File: config.mk
export PLATFORM = sky130hd
export DESIGN_NAME = mc_luma_pred_buf_flat
export DESIGN_NICKNAME = d
export VERILOG_FILES = /design/src/rtl/mc_luma_pred_buf_pkg.sv /design/src/rtl/mc_luma_pred_buf_if.sv /design/src/rtl/mc_luma_pred_bank.sv /design/src/rtl/mc_luma_pred_buf.sv /design/src/flat_wrapper.sv
export SDC_FILE = /design/constraint.sdc
export NUM_CORES = 2
export LEC_CHECK = 0
export CAP_MARGIN = 5
export CORE_ASPECT_RATIO = 1.1
export CORE_UTILIZATION = 40
export CTS_CLUSTER_DIAMETER = 40
export DETAILED_ROUTE_END_ITERATION = 7
export GPL_TIMING_DRIVEN = 0
export HOLD_SLACK_MARGIN = 0.12
export PLACE_DENSITY_LB_ADDON = 0.08
export SLEW_MARGIN = 20
export SYNTH_ARGS = -nofsm -noshare
export SYNTH_HDL_FRONTEND = slang
export SYNTH_HIERARCHICAL = 1
export SYNTH_SLANG_ARGS = --single-unit
File: constraint.sdc
create_clock -name clk_i -period 28.8 [get_ports clk_i]
set_input_delay 8.64 -clock clk_i [delete_from_list [all_inputs] [get_ports clk_i]]
set_output_delay 8.64 -clock clk_i [all_outputs]
set_load 0.02 [all_outputs]
File: src/rtl/mc_luma_pred_buf_pkg.sv
// Shared encoder defines for the MC luma prediction buffer: pixel width and
// the MB-relative origin mapping of 8x4 write regions and 4x4 read blocks.
package mc_luma_pred_buf_pkg;

  localparam int BIT_DEPTH  = 8;
  localparam int MB_PIX     = 256;
  localparam int REGION_W   = 32 * BIT_DEPTH;
  localparam int BLK_W      = 16 * BIT_DEPTH;

  // Region a: x = a[1]*8, y = {a[2],a[0]}*4
  function automatic logic [3:0] region_x0(input logic [2:0] a);
    return {a[1], 3'b000};
  endfunction

  function automatic logic [3:0] region_y0(input logic [2:0] a);
    return {a[2], a[0], 2'b00};
  endfunction

  // Block b: 8x8 quadrant order, raster inside each quadrant
  function automatic logic [3:0] blk_x0(input logic [3:0] b);
    return {b[2], b[0], 2'b00};
  endfunction

  function automatic logic [3:0] blk_y0(input logic [3:0] b);
    return {b[3], b[1], 2'b00};
  endfunction

endpackage

File: src/rtl/mc_luma_pred_buf_if.sv
// Write port from the MC luma stage and the 4x4 prediction handshake.
interface mc_luma_pred_buf_if;
  import mc_luma_pred_buf_pkg::*;

  logic                 luma_wren_i;
  logic [2:0]           luma_wraddr_i;
  logic [REGION_W-1:0]  luma_wrdata_i;
  logic                 pred_full_o;
  logic                 pred_valid_o;
  logic                 pred_ready_i;
  logic [3:0]           pred_blk_idx_o;
  logic [BLK_W-1:0]     pred_data_o;
  logic                 overflow_o;

  modport master (
    output luma_wren_i, luma_wraddr_i, luma_wrdata_i, pred_ready_i,
    input  pred_full_o, pred_valid_o, pred_blk_idx_o, pred_data_o, overflow_o
  );

  modport slave (
    input  luma_wren_i, luma_wraddr_i, luma_wrdata_i, pred_ready_i,
    output pred_full_o, pred_valid_o, pred_blk_idx_o, pred_data_o, overflow_o
  );

endinterface

File: src/rtl/mc_luma_pred_bank.sv
// One 16x16 luma MB store: 8x4 region write port, combinational 4x4 block read.
module mc_luma_pred_bank
  import mc_luma_pred_buf_pkg::*;
(
  input  logic                clk_i,
  input  logic                we_i,
  input  logic [2:0]          waddr_i,
  input  logic [REGION_W-1:0] wdata_i,
  input  logic [3:0]          ridx_i,
  output logic [BLK_W-1:0]    rdata_o
);

  // Pixel (x,y) lives at {y,x}; no reset, contents are qualified by the full flags
  logic [BIT_DEPTH-1:0] mem [MB_PIX];

  logic [3:0] wx, wy, rx, ry;
  assign wx = region_x0(waddr_i);
  assign wy = region_y0(waddr_i);
  assign rx = blk_x0(ridx_i);
  assign ry = blk_y0(ridx_i);

  always_ff @(posedge clk_i) begin
    if (we_i) begin
      for (int k = 0; k < 4; k++) begin
        for (int i = 0; i < 8; i++) begin
          mem[{wy + 4'(k), wx + 4'(i)}] <= wdata_i[(k*8+i)*BIT_DEPTH +: BIT_DEPTH];
        end
      end
    end
  end

  always_comb begin
    rdata_o = '0;
    for (int r = 0; r < 4; r++) begin
      for (int c = 0; c < 4; c++) begin
        rdata_o[(4*r+c)*BIT_DEPTH +: BIT_DEPTH] = mem[{ry + 4'(r), rx + 4'(c)}];
      end
    end
  end

endmodule

File: src/rtl/mc_luma_pred_buf.sv
// Ping-pong luma prediction buffer: collects eight 8x4 regions per MB and
// streams the MB out as sixteen 4x4 blocks, one per cycle.
module mc_luma_pred_buf
  import mc_luma_pred_buf_pkg::*;
(
  input  logic             clk_i,
  input  logic             rst_i,
  mc_luma_pred_buf_if.slave bus
);

  logic                   wbank, rbank;
  logic [1:0]             full;
  logic [2:0]             wcnt;
  logic [3:0]             ridx;
  logic                   ovf;
  logic [1:0][BLK_W-1:0]  rdata;

  logic wr_acc, wr_last, xfer, rd_last;
  assign wr_acc  = bus.luma_wren_i & ~full[wbank];
  assign wr_last = wr_acc & (wcnt == 3'd7);
  assign xfer    = full[rbank] & bus.pred_ready_i;
  assign rd_last = xfer & (ridx == 4'd15);

  for (genvar g = 0; g < 2; g++) begin : g_bank
    mc_luma_pred_bank u_bank (
      .clk_i   (clk_i),
      .we_i    (wr_acc && (wbank == 1'(g))),
      .waddr_i (bus.luma_wraddr_i),
      .wdata_i (bus.luma_wrdata_i),
      .ridx_i  (ridx),
      .rdata_o (rdata[g])
    );
  end

  always_ff @(posedge clk_i) begin
    if (rst_i) begin
      wbank <= 1'b0;
      rbank <= 1'b0;
      full  <= '0;
      wcnt  <= '0;
      ridx  <= '0;
      ovf   <= 1'b0;
    end else begin
      // wcnt and ridx wrap to zero on their last increment
      if (wr_acc)  wcnt  <= wcnt + 3'd1;
      if (wr_last) wbank <= ~wbank;
      if (xfer)    ridx  <= ridx + 4'd1;
      if (rd_last) rbank <= ~rbank;
      if (bus.luma_wren_i && full[wbank]) ovf <= 1'b1;
      // set and clear never hit the same bank: wbank != rbank while rbank is full
      for (int g = 0; g < 2; g++) begin
        if (wr_last && (wbank == 1'(g)))      full[g] <= 1'b1;
        else if (rd_last && (rbank == 1'(g))) full[g] <= 1'b0;
      end
    end
  end

  assign bus.pred_valid_o   = full[rbank];
  assign bus.pred_full_o    = &full;
  assign bus.pred_blk_idx_o = ridx;
  assign bus.pred_data_o    = rdata[rbank];
  assign bus.overflow_o     = ovf;

endmodule

File: src/flat_wrapper.sv
// flat-port wrapper written by rule: the top's interface ports become plain ports
module mc_luma_pred_buf_flat import mc_luma_pred_buf_pkg::*;
  (clk_i, rst_i, bus_luma_wren_i, bus_luma_wraddr_i, bus_luma_wrdata_i, bus_pred_ready_i, bus_pred_full_o, bus_pred_valid_o, bus_pred_blk_idx_o, bus_pred_data_o, bus_overflow_o);
  mc_luma_pred_buf_if bus_i ();
  input  logic clk_i;
  input  logic rst_i;
  input wire logic [$bits(bus_i.luma_wren_i)-1:0] bus_luma_wren_i;
  input wire logic [$bits(bus_i.luma_wraddr_i)-1:0] bus_luma_wraddr_i;
  input wire logic [$bits(bus_i.luma_wrdata_i)-1:0] bus_luma_wrdata_i;
  input wire logic [$bits(bus_i.pred_ready_i)-1:0] bus_pred_ready_i;
  output wire logic [$bits(bus_i.pred_full_o)-1:0] bus_pred_full_o;
  output wire logic [$bits(bus_i.pred_valid_o)-1:0] bus_pred_valid_o;
  output wire logic [$bits(bus_i.pred_blk_idx_o)-1:0] bus_pred_blk_idx_o;
  output wire logic [$bits(bus_i.pred_data_o)-1:0] bus_pred_data_o;
  output wire logic [$bits(bus_i.overflow_o)-1:0] bus_overflow_o;
  assign bus_i.luma_wren_i = bus_luma_wren_i;
  assign bus_i.luma_wraddr_i = bus_luma_wraddr_i;
  assign bus_i.luma_wrdata_i = bus_luma_wrdata_i;
  assign bus_i.pred_ready_i = bus_pred_ready_i;
  assign bus_pred_full_o = bus_i.pred_full_o;
  assign bus_pred_valid_o = bus_i.pred_valid_o;
  assign bus_pred_blk_idx_o = bus_i.pred_blk_idx_o;
  assign bus_pred_data_o = bus_i.pred_data_o;
  assign bus_overflow_o = bus_i.overflow_o;
  mc_luma_pred_buf u_core (.clk_i(clk_i), .rst_i(rst_i), .bus(bus_i));
endmodule
==> impl_metrics.ini <==
[status]
status = complete, no violations

[routing]
routedWlPerCell_um = 35.43
drt_iter0_drc = 8524
first_pass_iters = 5
ant_nets = 0
drc_errors = 0
viasPerCell = 5.766
finalWirelength_mm = 488.0
vias = 79420

[placed_design]
place_congestion = 0.7560
io_buffer_count = 397
placed_cells = 12690
pre_cts_slack_ns = 15.62
dpl.hpwl_mm = 326.0

[clock_network]
cts_max_path_buffers = 4
hold_buffers = 0
cts-root-buf = clkbuf_16
clkLatencyLatePin_ns = 1.04
htree_levels = 6
cts_sinks = 4108
cts_setup_buffers = 0
cts_buffers = 577
clk_pin_slew_ns = 0.05
cts_tree = yes
post_cts_resized = 0

[floorplan]
floorplan.initialDensity_pct = 40.19
dieArea_um2 = 392900
io_pins = 398
row_count = 240
die_w_um = 597.8
core-area_um2 = 388600
die_h_um = 657.3

[finish]
drive_above_1_share_pct = 32.58
mostFrequentLayoutCells = edfxtp_1 (4,096), mux4_2 (920), clkbuf_16 (591), clkdlybuf4s50_1 (397), a22oi_1 (382)
n_fill_cell = 31410
final_common_cell = edfxtp_1
instances_no_fill = 13770
nets = 8331
area_delta_synth_final_pct = 23.12

[setup_path]
crit_required_ns = 20.16
critPathMaxFanout = 10
cpPeakStageDelay_ns = 0.78
cpMostUsedCell = buf_2
cp.buffers_inverters = 5
critPathArrivalTime_ns = 5.65
endpoint_kind = output pin
r2r_end = u_core/g_bank[1].u_bank/mem[180][4]
cp_slowest_cell = buf_2
r2r_cells = 12
crit_family = buffers and inverters
cp-start-kind = flop
regToRegStartpoint = u_core/wbank
crit_chain = buf_2 > buf_2 > buf_2 > buf_2 > nand2_1 > o21ai_0 > o22ai_1 > mux2_2 > clkdlybuf4s50_1
criticalPathCategory = reg2out
rrSetupSlack_ns = 24.83

[sta]
finalCriticalPeriod_ns = 14.29
slew_headroom_pct = 14.67
clock.fmax_mhz = 69.98
min_period_over_period_pct = 49.62
worst_pin_slew_ns = 1.280
slew_viol_final = 0
whs_ns = 0.4847
fin_ws_ns = 14.51
setup_viol = 0
rsz0062_at_grt = no
hold_viol = 0
setup_tns_ns = 0
fin_worst_skew_ns = 0.02867

[worst_hold_path]
hold_path_depth = 2
hp-class = reg2reg
worstHoldEndpoint = u_core/wcnt[0]
worstHoldStart = u_core/wcnt[0]

[synthesis]
synthDistinctLibCells = 38
syn_area_per_cell_um2 = 23.20
yosys_warnings = 6
synth_nets = 6999
yosysSeqAreaShare_pct = 78.91
netlist_area_um2 = 156200
synth_seq_cells = 4108
syn_inst = 6733

[global_route]
grt_overflow = 0
grt_antenna_before_repair = 128
grt_pass1_wl_mm = 666.4
grt_start_max_net_pins = 24
gr-usage-all-layers_pct = 24.68
first_global_vias = 81620

[power_and_ir_drop]
power.total_mw = 14.11
p_leak_nw = 60.21
p_per_area_nw_per_um2 = 73.36
vdd_ir_drop_max_mv = 0.06685

[flow_run]
cap_violations = 0
## worst reg2reg max path, stage by stage (launching register included)
cell,delay [ns]
dfxtp_1,0.45
nor3b_1,0.28
nand2_1,0.27
nor3_2,0.62
buf_4,0.30
buf_4,0.23
buf_4,0.23
buf_4,0.23
buf_4,0.19
buf_4,0.20
buf_4,0.22
buf_4,0.23
buf_4,0.22
## cell families (layout without fill, tap and decap cells)
group           Yosys count  in the layout  share of synthesized area [%]
flops                  4108           4108                          78.91
mux                    1307           1307                          15.98
compound gates          589            589                          2.813
buf+inv                 382           2183                          1.224
simple gates            344            344                          1.047
fa+ha+maj                 3              3                        0.02404
other cells               0             35                              0
## cell type report
class	instances	area (µm²)	area share (%)
clock inverter	390	4469	2.324
timing repair buffer	753	9762	5.077
clock buffer	658	15040	7.822
tap	5203	6510	3.386
sequential	4108	123200	64.09
inverter	3	11.26	0.005857
multi-input combinational	2243	31160	16.20
buffer	379	2002	1.041
antenna	35	87.58	0.04555
## state kept, by name, indices dropped and copies added (netlist names)
| register | flops |
|---|---|
| u_core/wcnt | 3 |
| u_core/bus.overflow_o | 1 |
| u_core/full | 2 |
| u_core/bus.pred_blk_idx_o | 4 |
| u_core/wbank | 1 |
| u_core/rbank | 1 |
| u_core/g_bank.u_bank/mem | 4096 |
## report_power, final
group | internal (mW) | total, mW | switching, mW
Sequential | 6.68 | 6.70 | 0.0201
Combinational | 0.0937 | 0.258 | 0.164
Clock | 4.47 | 7.14 | 2.68
Total | 11.2 | 14.1 | 2.86
## worst max path at each step
stage,start,to,slack (ns),cells after the start
2_1_floorplan,bus_luma_wren_i,u_core/g_bank[1].u_bank/mem[0][0],1.32,4
3_3_place_gp,bus_luma_wren_i,u_core/g_bank[1].u_bank/mem[35][6],-19.38,5
3_5_place_dp,u_core/bus.pred_blk_idx_o[2],bus_pred_data_o[117],15.62,9
4_1_cts,u_core/bus.pred_blk_idx_o[2],bus_pred_data_o[117],14.49,9
5_1_grt,u_core/bus.pred_blk_idx_o[2],bus_pred_data_o[118],14.43,9
6_report,u_core/bus.pred_blk_idx_o[2],bus_pred_data_o[118],14.51,9
## through the flow
stage	cell area, µm²	utilization, %
finish	192300	49.48
global route	192200	49.47
global placement	166700	42.89
floorplan	156200	-
CTS	192200	49.45
detailed placement	172700	44.43
## cells in the mapped netlist
cell,instances,area share (%)
buf_1,28,0.067
nor2b_1,72,0.29
inv_1,3,0.0072
o21ai_1,13,0.042
mux2i_1,100,0.64
o22a_1,26,0.15
o22ai_1,24,0.096
nand2b_1,35,0.14
a21oi_1,10,0.032
or2_2,2,0.0080
o21ai_0,41,0.13
or3_1,5,0.020
buf_4,41,0.20
nor2_2,4,0.016
nand2_1,175,0.42
and2_0,2,0.0080
nand3_1,2,0.0064
buf_2,151,0.48
dfxtp_1,12,0.15
a221oi_1,22,0.12
nand3b_1,1,0.0048
o221ai_1,58,0.33
nor3b_1,1,0.0048
a31oi_1,1,0.0040
edfxtp_1,4096,79
nand4_1,2,0.0080
buf_6,18,0.13
clkbuf_1,141,0.34
or4_1,1,0.0048
ha_1,3,0.024
nor3_1,6,0.019
mux2_2,286,2.1
and2_1,7,0.028
mux4_2,920,13
a22oi_1,382,1.8
mux2_4,1,0.0096
nor2_1,29,0.070
a221o_1,12,0.077
## metal layers
metal / up-vias / part of all wire, % / track usage [%]
met4: 66 / 2.7 / 7.039
met3: 738 / 7.4 / 4.699
met5: - / 0.083 / 0
met2: 3211 / 49 / 40.72
li1: 31850 / - / -
met1: 43550 / 40 / 33.43
Power figures use the tool's default switching activity.
